--- config.mk ---
export PLATFORM = sky130hd
export DESIGN_NAME = sram_arbiter
export DESIGN_NICKNAME = d
export VERILOG_FILES = /design/src/rtl/sram_arbiter_pkg.sv /design/src/rtl/sram_arb_pick.sv /design/src/rtl/sram_arbiter.sv
export SDC_FILE = /design/constraint.sdc
export NUM_CORES = 1
export LEC_CHECK = 0
export ABC_AREA = 1
export BUFFER_PORTS_ARGS = -buffer_cell sky130_fd_sc_hd__buf_4
export CORE_AREA = 4 4 172 174
export CTS_BUF_LIST = sky130_fd_sc_hd__clkbuf_8
export CTS_CLUSTER_SIZE = 8
export DETAILED_ROUTE_END_ITERATION = 16
export DIE_AREA = 0 0 176 178
export PLACE_DENSITY_LB_ADDON = 0.05
export SKIP_LAST_GASP = 1
export SLEW_MARGIN = 5
export SYNTH_ARGS = -nofsm -noshare
export SYNTH_HDL_FRONTEND = slang
export SYNTH_SLANG_ARGS = --single-unit
--- constraint.sdc ---
create_clock -name clk -period 12.5 [get_ports clk]
set_input_delay 0.625 -clock clk [delete_from_list [all_inputs] [get_ports clk]]
set_output_delay 0.625 -clock clk [all_outputs]
set_load 0.05 [all_outputs]
--- src/rtl/sram_arbiter_pkg.sv ---
// rtl/sram_arbiter_pkg.sv - shared SRAM request/response types, widths, FSM states and port indices
package sram_arbiter_pkg;

  localparam int SRAM_AW = 32;
  localparam int SRAM_DW = 64;
  localparam int SRAM_MW = SRAM_DW / 8;

  localparam logic ARB_PORT_IF = 1'b0;
  localparam logic ARB_PORT_LS = 1'b1;

  typedef enum logic [1:0] {
    ARB_IDLE  = 2'd0,
    ARB_ISSUE = 2'd1,
    ARB_WAIT  = 2'd2
  } ArbState_e;

  typedef struct packed {
    logic               valid;
    logic               wen;
    logic [SRAM_AW-1:0] addr;
    logic [SRAM_DW-1:0] wdata;
    logic [SRAM_MW-1:0] wmask;
  } SramReq_t;

  typedef struct packed {
    logic               ready;
    logic               rvalid;
    logic [SRAM_DW-1:0] rdata;
  } SramRsp_t;

endpackage

--- src/rtl/sram_arb_pick.sv ---
// rtl/sram_arb_pick.sv - combinational two-way grant picker; SRAM_ARB_RR_EN selects round-robin ties
module sram_arb_pick
  import sram_arbiter_pkg::*;
(
  input  logic [1:0] valid_i,
`ifdef SRAM_ARB_RR_EN
  input  logic       last_i,
`endif
  output logic [1:0] grant_o
);

  // A lone requester always wins; only the tie case depends on the build.
  always_comb begin
    grant_o = valid_i;
    if (valid_i == 2'b11) begin
`ifdef SRAM_ARB_RR_EN
      // Grant whichever port did not win the previous accept.
      grant_o = (last_i == ARB_PORT_IF) ? 2'b10 : 2'b01;
`else
      // Load/store port has fixed priority over instruction fetch.
      grant_o = 2'b10;
`endif
    end
  end

endmodule

--- src/rtl/sram_arbiter.sv ---
// rtl/sram_arbiter.sv - two-port SRAM arbiter with one outstanding transaction (SRAM_ARB_RR_EN: round-robin ties)
module sram_arbiter
  import sram_arbiter_pkg::*;
#(
  parameter int AW = SRAM_AW,
  parameter int DW = SRAM_DW,
  parameter int MW = DW / 8
) (
  input  logic                clk,
  input  logic                rst,
  input  logic [1:0]          iReq_valid,
  input  logic [1:0]          iReq_wen,
  input  logic [1:0][AW-1:0]  iReq_addr,
  input  logic [1:0][DW-1:0]  iReq_wdata,
  input  logic [1:0][MW-1:0]  iReq_wmask,
  output logic [1:0]          oReq_ready,
  output logic [1:0]          oRsp_valid,
  output logic [DW-1:0]       oRsp_rdata,
  output SramReq_t            oReq_SRAM,
  input  SramRsp_t            iRsp_SRAM
);

  ArbState_e     state_q, state_d;
  SramReq_t      req_q, req_d;
  logic          owner_q, owner_d;
  logic [1:0]    rsp_valid_q, rsp_valid_d;
  logic [DW-1:0] rsp_rdata_q, rsp_rdata_d;
  logic [1:0]    grant;
  logic          win;

`ifdef SRAM_ARB_RR_EN
  logic          last_q, last_d;

  sram_arb_pick u_pick (
    .valid_i (iReq_valid),
    .last_i  (last_q),
    .grant_o (grant)
  );
`else
  sram_arb_pick u_pick (
    .valid_i (iReq_valid),
    .grant_o (grant)
  );
`endif

  assign win = grant[ARB_PORT_LS];

  // Next-state: accept in IDLE, replay in ISSUE, collect completion in WAIT.
  always_comb begin
    state_d     = state_q;
    req_d       = req_q;
    owner_d     = owner_q;
    rsp_valid_d = 2'b00;
    rsp_rdata_d = rsp_rdata_q;
`ifdef SRAM_ARB_RR_EN
    last_d      = last_q;
`endif
    case (state_q)
      ARB_IDLE: begin
        if (grant != 2'b00) begin
          req_d.valid = 1'b1;
          req_d.wen   = iReq_wen[win];
          req_d.addr  = iReq_addr[win];
          req_d.wdata = iReq_wdata[win];
          req_d.wmask = iReq_wmask[win];
          owner_d     = win;
`ifdef SRAM_ARB_RR_EN
          last_d      = win;
`endif
          state_d     = ARB_ISSUE;
        end
      end
      ARB_ISSUE: begin
        if (iRsp_SRAM.ready) state_d = ARB_WAIT;
      end
      ARB_WAIT: begin
        if (iRsp_SRAM.rvalid) begin
          rsp_valid_d[owner_q] = 1'b1;
          rsp_rdata_d          = req_q.wen ? '0 : iRsp_SRAM.rdata;
          state_d              = ARB_IDLE;
        end
      end
      default: state_d = ARB_IDLE;
    endcase
  end

  // State and captured request; reset abandons any in-flight transaction.
  always_ff @(posedge clk or posedge rst) begin
    if (rst) begin
      state_q     <= ARB_IDLE;
      req_q       <= '0;
      owner_q     <= ARB_PORT_IF;
      rsp_valid_q <= 2'b00;
      rsp_rdata_q <= '0;
`ifdef SRAM_ARB_RR_EN
      last_q      <= ARB_PORT_LS;
`endif
    end else begin
      state_q     <= state_d;
      req_q       <= req_d;
      owner_q     <= owner_d;
      rsp_valid_q <= rsp_valid_d;
      rsp_rdata_q <= rsp_rdata_d;
`ifdef SRAM_ARB_RR_EN
      last_q      <= last_d;
`endif
    end
  end

  // Accept pulse is combinational and masked while reset is held.
  always_comb begin
    oReq_ready = 2'b00;
    if (!rst && state_q == ARB_IDLE) oReq_ready = grant;
  end

  // Downstream request is only driven in ISSUE, straight from the captured copy.
  always_comb begin
    oReq_SRAM = '0;
    if (state_q == ARB_ISSUE) oReq_SRAM = req_q;
  end

  assign oRsp_valid = rsp_valid_q;
  assign oRsp_rdata = rsp_rdata_q;

endmodule

# After elaboration in Yosys (flattened, before gate mapping)
# Cells that the tools add are included.
# W data, S select, Z words.
# op_classes
eq_ne	6
muxes	20
n_reduce_logical	8
order_cmp	3
# ops
op	count
$mux W64	3
$mux W106	1
$mux W32	2
$mux W8	2
$mux W2	7
$ne A2 B2 Y1 const B	3
$pmux W2 S3	1
$eq A2 B2 Y1 const B	2
$lt A1 B2 Y1 const B	2
$reduce_and A2 Y1	2
$mux W1	3
$reduce_and A3 Y1	1
$eq A2 B1 Y1 const B	1
$logic_and A1 B1 Y1	2
$logic_not A2 Y1	1
$reduce_bool A2 Y1	1
$demux W1 S1	1
$ge A1 B1 Y1 const B	1
$logic_not A1 Y1	1
# word_totals
output_inout_bits	174
reg_bits	175
in_bits	280
wordCells	46

# Depth between registers and ports, before layout
# Gate-level depths: netlist of run 1.
# logic_depth
ltp_word	6
mapped_depth	7
mapped_depth_nobuf	5

# Hierarchy
# Synthesis of run 1 repeated with hierarchy kept, for this count alone.
# hier_totals
cells_unflattened	1213
area_unflattened_um2	8672.1
# by_module_without_submodules
mod	area_each_um2	n_inst	seq_area_each_um2	cells_each
sram_arbiter	8660.8	1	4379.2	1210
sram_arb_pick	11.3	1	0.0	3

# Worst setup path before layout of run 1
# Ideal clock, no wire load.
# synth_path
kind	input -> output
start	input port rst
end	output port oReq_ready[0]
n_path_buf	0
path_stages	3
arrival_time_ns	5.269
slack_ns	6.606
required_time_ns	11.875
cell_sequence	inv_1 > nand3_1 > nor2_1
# synth_via
elab_chain_len	3
# synth_lines
element	line_no	source
start: declaration	sram_arbiter.sv:10	input logic rst,
$logic_not A1 Y1	sram_arbiter.sv:113	if (!rst && state_q == ARB_IDLE) oReq_ready = grant;
$logic_and A1 B1 Y1	sram_arbiter.sv:113	
$mux W2	sram_arbiter.sv:113	
end: declaration	sram_arbiter.sv:16	output logic [1:0] oReq_ready,
# No other way between the ends.

==> results.ini, run 1 <==
[clock_network]
cts_sinks=175
numCtsBuffers=17
htree_levels=4
clkTransAtPathRegs_ns=0.12
cts_root_buf=clkbuf_8
cts_tree=done
clockBufferDepth=2
cts_setup_buffers=0
clock_latency_ns=0.46
cts_hold_repair.buffers=0
cts_resized=0

[pwr]
pwr-share-clk_pct=12.9
ir_worst_vdd_uv=95.3
switching_share_pct=53.2
p_total_mw=3.19
p_int_mw=1.49
sequentialPowerShare_pct=28.8
combPwrFrac_pct=58.3
leakagePower_nw=7.01
p_sw_mw=1.70
power_density_mw_per_mm2=251

[die]
coreArea_mm2=0.0278
num_rows=61
die_w_um=176
die_h_um=178
dieArea_mm2=0.0313
ios=454
initial_utilization_pct=31.5

[routing]
wl_per_cell_um=14.9
vias_per_cell=4.28
drt-total-wl_um=29900
vias=8575
drcViolationCount=0
ant_nets=0
drt_iter0_drc=487
drtPass1Iterations=5

[layout]
final_cells=2002
fillers=3003
postLayoutCoreUtil_pct=45.8
fin_area_mm2=0.0127
area_growth_pct=45.3
layout_commonest_cell=buf_4
final_cell_mix=460 x buf_4, 344 x nand2_1, 215 x inv_1
num-nets-final=1890
drive_gt1_share_pct=30.7

[yosys]
netlist.area_leader.share_pct=50.1
async_reset_ff_share_pct=100
ys.warnings.count=0
synth.area.top_cells=dfrtp_1 50%, nand2_1 15%, o21ai_0 12%, inv_1 9.3%, nor2_1 4.8%
synth-seq-area-share_pct=50.1
netlist_instances=1208
synth-edff-count=0
synth_ff_type=dfrtp_1
synth_cell_types=16
synth_largest_area_cell=dfrtp_1
synth_area_mm2=0.00875
syn_nets=1488
postSynthAreaPerCell_um2=7.24
ys_seq_elements=175

[setup_path]
cp_max_fo=88
cp-start-kind=flip-flop
crit_type=flip-flop to output port
crit_arrival_ns=2.47
critical_path_required_ns=11.88
endpoint_kind=output port

[placed_design]
place_area_mm2=0.0123
place_congestion=0.802
port_buffers=453
dp.cells=1969
place_ws_ns=8.93
dp_hpwl_um=22000

[sta]
fin_setup_tns_ns=0
rsz0062_at_grt=no
tightest_slew_ns=1.11
fin_crit_sh_pct=24.8
hold_violations=0
max_slew_margin_pct=26.1
layout_setup_ws_ns=9.40
worst_clock_skew_ns=0.0199
max_freq_mhz=323
fin_crit_ns=3.10
slew_violations=0
worst_hold_slack_ns=0.307
setup_violations=0

[global_routing]
grt_max_degree=131
grt_pass1_vias=8364
grt_pass1_wl_um=45900
antenna_found_initial=1
grt_overflow_total=0
grtUsageTotal_pct=18.5

[flow_run]
cap_violations=0

[worst_hold_path]
min_path_type=input pin to async pin

[outcome]
status=finished clean

[synthesized netlist by cell type, types with 2 or more instances]
| cell type | n |
|---|---|
| buf_1 | 2 |
| buf_2 | 37 |
| buf_4 | 4 |
| buf_6 | 9 |
| clkbuf_1 | 26 |
| dfrtp_1 | 175 |
| inv_1 | 217 |
| nand2_1 | 345 |
| nand3_1 | 3 |
| nor2_1 | 111 |
| o21ai_0 | 210 |
| o21ai_1 | 65 |
[critical path, cell delays in order, from the launching register on]
cell,delay (ns)
dfrtp_1,0.42
inv_1,0.12
nand2_4,0.22
buf_4,0.79
nor2_1,0.19
buf_4,0.26
[power by group through the flow]
| stage | clock network (mW) | registers [mW] | logic (mW) |
|---|---|---|---|
| after CTS | 0.429 | 0.919 | 1.89 |
| after global routing | 0.452 | 0.949 | 2.02 |
| final | 0.410 | 0.919 | 1.86 |
| after detailed placement | 0 | 0.931 | 1.89 |
| after global placement | 0 | 0.926 | 1.87 |
| after floorplan | 0 | 1.26 | 0.963 |
[state kept, by name (all words and copies together) (netlist names)]
| name | flops |
|---|---|
| state_q | 2 |
| owner_q | 1 |
| oRsp_rdata | 64 |
| req_q | 106 |
| oRsp_valid | 2 |
[kinds of logic (layout without fill, tap and decap cells)]
logic type	after synthesis	in the layout	synth area share [%]
AOI/OAI and AO/OA	276	276	15.8
DFF	175	175	50.1
and+or+nand+nor	462	462	20.0
other	0	1	0
buffers and inverters	295	710	14.1
[cell type report]
class                           instances  area [µm²]  share of cell area, %
Timing Repair Buffer                  461        3460                   27.2
Sequential cell                       175        4380                   34.4
Antenna cell                            1        2.50                 0.0197
Clock inverter                         15         189                   1.49
Multi-Input combinational cell        738        3150                   24.8
Inverter                              217         820                   6.45
Tap cell                              378         473                   3.72
Clock buffer                           17         234                   1.84
[per-layer routing]
metal	up-vias	GRT usage, %	wire, µm	share of wire [%]
li1	4448	-	-	-
met1	3811	22.0	11900	40
met2	289	32.2	14900	50
met3	27	6.08	2460	8.2
met4	0	5.49	620	2.1
met5	-	0	0	0
[path summary, 6_finish.rpt]
path	slack, ns	from	end	cells after the start
min	0.31	rst	oRsp_rdata[8]	2
max in group asynchronous	10.89	rst	req_q[39]	3
max	9.40	state_q[1]	oReq_SRAM[6]	5
min in group clk	0.42	iRsp_SRAM[18]	oRsp_rdata[18]	3
max reg2reg	9.63	state_q[1]	req_q[98]	6
min reg2reg	0.42	owner_q	oRsp_valid[0]	1
Power figures use the tool's default switching activity.
==> run 2: changes to the inputs <==
clock period = 3.1 ns   (was 12.5 ns; I/O delays follow)
==> run 2 against run 1 <==
The flow now finishes with violations (hold timing). Sequential share of layout area is 3.2 points lower. Via count grew 5.4%. Register-to-register slack worse by 8.3 ns. Worst setup slack lost 8.5 ns. Critical path depth stayed put. Sequential power grew to 4.0 times the previous value. Cell area is 10% higher. Clock skew rose by 0.0073 ns. Flip-flop and latch count did not move. Global-route usage up 0.53 points. Power grew to 4.1 times the previous value. Largest cell class is now buffers. Final cell count rose by 6.3%.
==> results.ini, run 2 (synthesis gave the netlist of run 1 again) <==
[layout]
area_growth_pct=60.1  ; was 45.3%
fillers=2846  ; was 3003
n_antenna_cell=0  ; was 1
layout_commonest_cell=buf_4  ; unchanged
num-nets-final=2017  ; was 1890
final_cell_mix=459 x buf_4, 344 x nand2_1, 215 x inv_1  ; was 460 x buf_4, 344 x nand2_1, 215 x inv_1
max_flop_register=req_q  ; unchanged
drive_gt1_share_pct=28.7  ; was 30.7%
largest_reg_flops=106  ; unchanged

[die]
num_rows=61  ; unchanged
die_h_um=178  ; unchanged
coreArea_mm2=0.0278  ; unchanged
initial_utilization_pct=31.5  ; unchanged
dieArea_mm2=0.0313  ; unchanged
ios=454  ; unchanged
die_w_um=176  ; unchanged

[placed_design]
place_ws_ns=1.30  ; was 8.93 ns
port_buffers=453  ; unchanged
place_congestion=0.783  ; was 0.802
dp_hpwl_um=21900  ; was 22000 µm

[outcome]
violations=hold timing
status=finished with violations  ; was finished clean

[pwr]
p_sw_mw=6.84  ; was 1.70 mW
sequentialPowerShare_pct=28.5  ; was 28.8%
switching_share_pct=52.4  ; was 53.2%
power_density_mw_per_mm2=932  ; was 251 mW/mm²
combPwrFrac_pct=58.8  ; was 58.3%
ir_worst_vdd_uv=527  ; was 95.3 µV
leakagePower_nw=7.55  ; was 7.01 nW
pwr-share-clk_pct=12.7  ; was 12.9%
p_int_mw=6.22  ; was 1.49 mW

[clock_network]
htree_levels=4  ; unchanged
cts_tree=done  ; unchanged
cts_resized=0  ; unchanged
cts_sinks=175  ; unchanged
clkTransAtPathRegs_ns=0.10  ; was 0.12 ns
clock_latency_ns=0.47  ; was 0.46 ns
numCtsBuffers=17  ; unchanged
cts_root_buf=clkbuf_8  ; unchanged
clockBufferDepth=2  ; unchanged

[sta]
tightest_slew_ns=1.04  ; was 1.11 ns
setup_violations=0  ; unchanged
fin_crit_sh_pct=71.1
worst_clock_skew_ns=0.0272  ; was 0.0199 ns
slew_violations=0  ; unchanged
layout_setup_ws_ns=0.894  ; was 9.40 ns
max_freq_mhz=453
max_slew_margin_pct=30.6  ; was 26.1%
hold_violations=39  ; was 0
rsz0062_at_grt=no  ; unchanged
fin_setup_tns_ns=0  ; unchanged
fin_crit_ns=2.21
worst_hold_slack_ns=-0.0343  ; was 0.307 ns

[worst_hold_path]
min_path_type=input pin to async pin  ; unchanged

[routing]
ant_nets=0  ; unchanged
drtPass1Iterations=4  ; was 5
vias=9034  ; was 8575
drt-total-wl_um=30700  ; was 29900 µm
drcViolationCount=0  ; unchanged
wl_per_cell_um=14.4  ; was 14.9 µm
vias_per_cell=4.25  ; was 4.28
drt_iter0_drc=448  ; was 487

[global_routing]
antenna_found_initial=0  ; was 1
grt_pass1_vias=8958  ; was 8364
grtUsageTotal_pct=19.1  ; was 18.5%
grt_pass1_wl_um=47300  ; was 45900 µm
grt_overflow_total=0  ; unchanged
grt_max_degree=176  ; was 131

[setup_path]
crit_type=flip-flop to output port  ; unchanged
worstPathCellList=inv_1 -> nand2_4 -> buf_12 -> nor2_1 -> buf_4  ; was inv_1 -> nand2_4 -> buf_4 -> nor2_1 -> buf_4
rr_worst_depth=6  ; unchanged
endpoint_kind=output port  ; unchanged
cp_max_fo=73  ; was 88
cp-start-kind=flip-flop  ; unchanged
cpPeakStageDelay_ns=0.41  ; was 0.79 ns
crit_arrival_ns=2.05  ; was 2.47 ns
critical-path-slowest-cell=dfrtp_1  ; was buf_4
critical_path_required_ns=2.94  ; was 11.88 ns

[flow_run]
cap_violations=0  ; unchanged

[run 2: area by class of cell]
class	instances	area, µm²	area share (%)
tap	378	473	3.38
inverter	217	818	5.84
clock inverter	15	171	1.22
multi-input combinational	738	3150	22.5
sequential	175	4380	31.3
clock buffer	17	234	1.67
timing repair buffer	588	4780	34.1
[run 2: stage by stage]
stage	total power, mW	area (µm²)	hold slack (ns)	instances	utilization (%)
after global routing	14.0	14000	0.00697	2128	50.4
after floorplan	8.98	8750	0.312	1208	-
final	13.1	14000	-0.0343	2128	50.4
after CTS	13.2	14000	0.000801	2128	50.4
after global placement	11.3	12400	0.424	1972	44.5
after detailed placement	11.4	12400	0.420	1972	44.5
[run 2: metal layers]
| metal | share of wire [%] | track usage (%) |
|---|---|---|
| met1 | 40 | 22.9 |
| met3 | 8.0 | 5.98 |
| met5 | 0 | 0 |
| met4 | 2.7 | 6.21 |
| met2 | 49 | 32.7 |
[run 2: worst paths after layout]
check / to / from / slack (ns)
worst max-delay path: oReq_SRAM[19] / state_q[1] / 0.89
worst min-delay path: oRsp_rdata[49] / rst / -0.03
worst max register to register: req_q[100] / state_q[1] / 1.31
max in group asynchronous: req_q[60] / rst / 2.31
min in group clk: req_q[38] / iReq_wdata[94] / 0.03
worst min register to register: oRsp_valid[0] / owner_q / 0.44
[run 2: power by group through the flow]
stage                     combinational [mW]  clock (mW)  sequential [mW]
after floorplan                         3.88           0             5.09
after global placement                  7.57           0             3.74
after detailed placement                7.62           0             3.77
after CTS                               7.78        1.73             3.72
after global routing                    8.30        1.83             3.84
final                                   7.68        1.66             3.72
[run 2: repair_timing]
action | 4_1_cts | 5_1_grt
hold buffers | 124 | 0
setup buffers | 0 | 0
endpoints found under the hold margin | 115 | 0
[run 2: worst max-delay path, delay by kind of cell (launching register included)]
kind,cells,cell delay (ns)
simple gates,2,0.45
buf+inv,3,0.69
flops,1,0.41
==> run 3: changes to the inputs <==
clock period = 2.1 ns   (was 3.1 ns; I/O delays follow)
==> run 3 against run 2 <==
The flow now finishes without violations. Worst setup slack got worse by 0.69 ns. Power increased by 51%. Core utilization increased by 4.3 points. Cell area increased by 8.5%. Critical path depth unchanged. Count of clock-buffer cells in the layout unchanged. Clock power increased by 54%. Worst hold slack improved by 0.056 ns. Critical path type unchanged.
==> results.ini, run 3 (synthesis gave the netlist of run 1 again) <==
[outcome]
status=finished clean  ; was finished with violations

[clock_network]
cts_root_buf=clkbuf_8  ; unchanged
cts_hold_repair.buffers=232  ; was 124
cts_sinks=175  ; unchanged
clockBufferDepth=2  ; unchanged
cts_resized=0  ; unchanged
clock_latency_ns=0.46  ; was 0.47 ns
clkTransAtPathRegs_ns=0.10  ; about the same
htree_levels=4  ; unchanged
numCtsBuffers=17  ; unchanged
cts_setup_buffers=0  ; unchanged
cts_tree=done  ; unchanged

[routing]
drt-total-wl_um=32100  ; was 30700 µm
ant_nets=0  ; unchanged
drcViolationCount=0  ; unchanged
drtPass1Iterations=4  ; unchanged
drt_iter0_drc=464  ; was 448
vias=9612  ; was 9034
vias_per_cell=4.29  ; was 4.25
wl_per_cell_um=14.3  ; was 14.4 µm

[global_routing]
grtUsageTotal_pct=20.1  ; was 19.1%
antenna_found_initial=1  ; was 0
grt_overflow_total=0  ; unchanged
grt_pass1_wl_um=50500  ; was 47300 µm
grt_pass1_vias=9668  ; was 8958
grt_max_degree=131  ; was 176

[setup_path]
crit_cells=5  ; unchanged
cp_top_family=buffers and inverters  ; unchanged
cp-startpoint=state_q[1]  ; unchanged
endpoint=oReq_SRAM[20]  ; was oReq_SRAM[19]
crit_buf_inv=3  ; unchanged
crit_arrival_ns=1.79  ; was 2.05 ns
r2r_slack_ns=0.45  ; was 1.31 ns
rr_worst_depth=5  ; was 6
timing.rr.start=state_q[1]  ; unchanged
worstPathCellList=inv_1 -> nand2_4 -> buf_12 -> nor2_1 -> buf_4  ; unchanged
crit_type=flip-flop to output port  ; unchanged
reg2reg_to=state_q[1]  ; was req_q[100]
critical-path-slowest-cell=dfrtp_1  ; unchanged
cpPeakStageDelay_ns=0.43  ; was 0.41 ns
critical_path_required_ns=2.00  ; was 2.94 ns
cp_max_fo=58  ; was 73
endpoint_kind=output port  ; unchanged
cp-start-kind=flip-flop  ; unchanged

[die]
coreArea_mm2=0.0278  ; unchanged
ios=454  ; unchanged
die_h_um=178  ; unchanged
num_rows=61  ; unchanged
initial_utilization_pct=31.5  ; unchanged
dieArea_mm2=0.0313  ; unchanged
die_w_um=176  ; unchanged

[pwr]
power_density_mw_per_mm2=1300  ; was 932 mW/mm²
ir_worst_vdd_uv=740  ; was 527 µV
leakagePower_nw=8.07  ; was 7.55 nW

[layout]
largest_reg_flops=106  ; unchanged
area_growth_pct=73.8  ; was 60.1%
num-nets-final=2128  ; was 2017
max_flop_register=req_q  ; unchanged
layout_commonest_cell=buf_4  ; unchanged
postLayoutCoreUtil_pct=54.7  ; was 50.4%
drive_gt1_share_pct=27.1  ; was 28.7%
final_cell_mix=458 x buf_4, 344 x nand2_1, 232 x dlygate4sd3_1  ; was 459 x buf_4, 344 x nand2_1, 215 x inv_1

[sta]
worst_hold_slack_ns=0.0221  ; was -0.0343 ns
hold_violations=0  ; was 39
rsz0062_at_grt=no  ; unchanged
tightest_slew_ns=0.629  ; was 1.04 ns
worst_clock_skew_ns=0.0163  ; was 0.0272 ns
slew_violations=0  ; unchanged
max_freq_mhz=527
max_slew_margin_pct=58.1  ; was 30.6%
setup_violations=0  ; unchanged
fin_crit_sh_pct=90.3
fin_crit_ns=1.90

[worst_hold_path]
min_path_type=input pin to flip-flop  ; was input pin to async pin
min_from=iReq_addr[59]

[placed_design]
dp_hpwl_um=22400  ; was 21900 µm
port_buffers=453  ; unchanged
place_congestion=0.791  ; was 0.783

[flow_run]
cap_violations=0  ; unchanged

run 3: final cells by class:
type	count	area, µm²
repair buffers	699	5940
inverters	217	818
diodes	1	2.50
fillers	2646	12600
flip-flops and latches	175	4380
well taps	378	473
clock buffers	17	234
multi-input cells	738	3160
clock inverters	15	199
run 3: power by group:
part           switching, mW  internal [mW]
sequential             0.570           4.91
combinational           8.18           3.53
clock                   1.44           1.13
run 3: worst min-delay path by stage:
stage                     end  slack [ns]  depth (start not counted)
2_1_floorplan  oRsp_rdata[40]        0.26                          2
6_report            req_q[99]        0.02                          5
5_1_grt             req_q[91]        0.02                          5
3_5_place_dp        req_q[71]        0.31                          3
4_1_cts             req_q[55]      0.0005                          5
3_3_place_gp        req_q[98]        0.32                          3
run 3: per-layer routing:
metal | GRT usage (%) | vias up | routed length (µm)
li1 | - | 4929 | -
met1 | 24.4 | 4313 | 13000
met2 | 34.8 | 317 | 15800
met3 | 4.83 | 53 | 2120
met4 | 7.86 | 0 | 1140
met5 | 0 | - | 0
run 3: worst reg2reg max path: stages, from the launching register on:
cell	delay, ns
dfrtp_1	0.41
inv_1	0.12
nand2_4	0.10
buf_12	0.24
o21bai_1	0.12
dlygate4sd3_1	0.56
run 3: through the flow:
stage / area (µm²) / setup WS (ns) / std cells / setup TNS, ns / power, mW
2_1_floorplan: 8750 / -1.21 / 1208 / -45.51 / 13.3
4_1_cts: 15200 / 0.144 / 2239 / 0 / 20.0
5_1_grt: 15200 / 0.0921 / 2240 / 0 / 21.1
6_report: 15200 / 0.204 / 2240 / 0 / 19.8
3_5_place_dp: 12400 / 0.524 / 1975 / 0 / 16.9
3_3_place_gp: 12400 / 0.589 / 1975 / 0 / 16.8
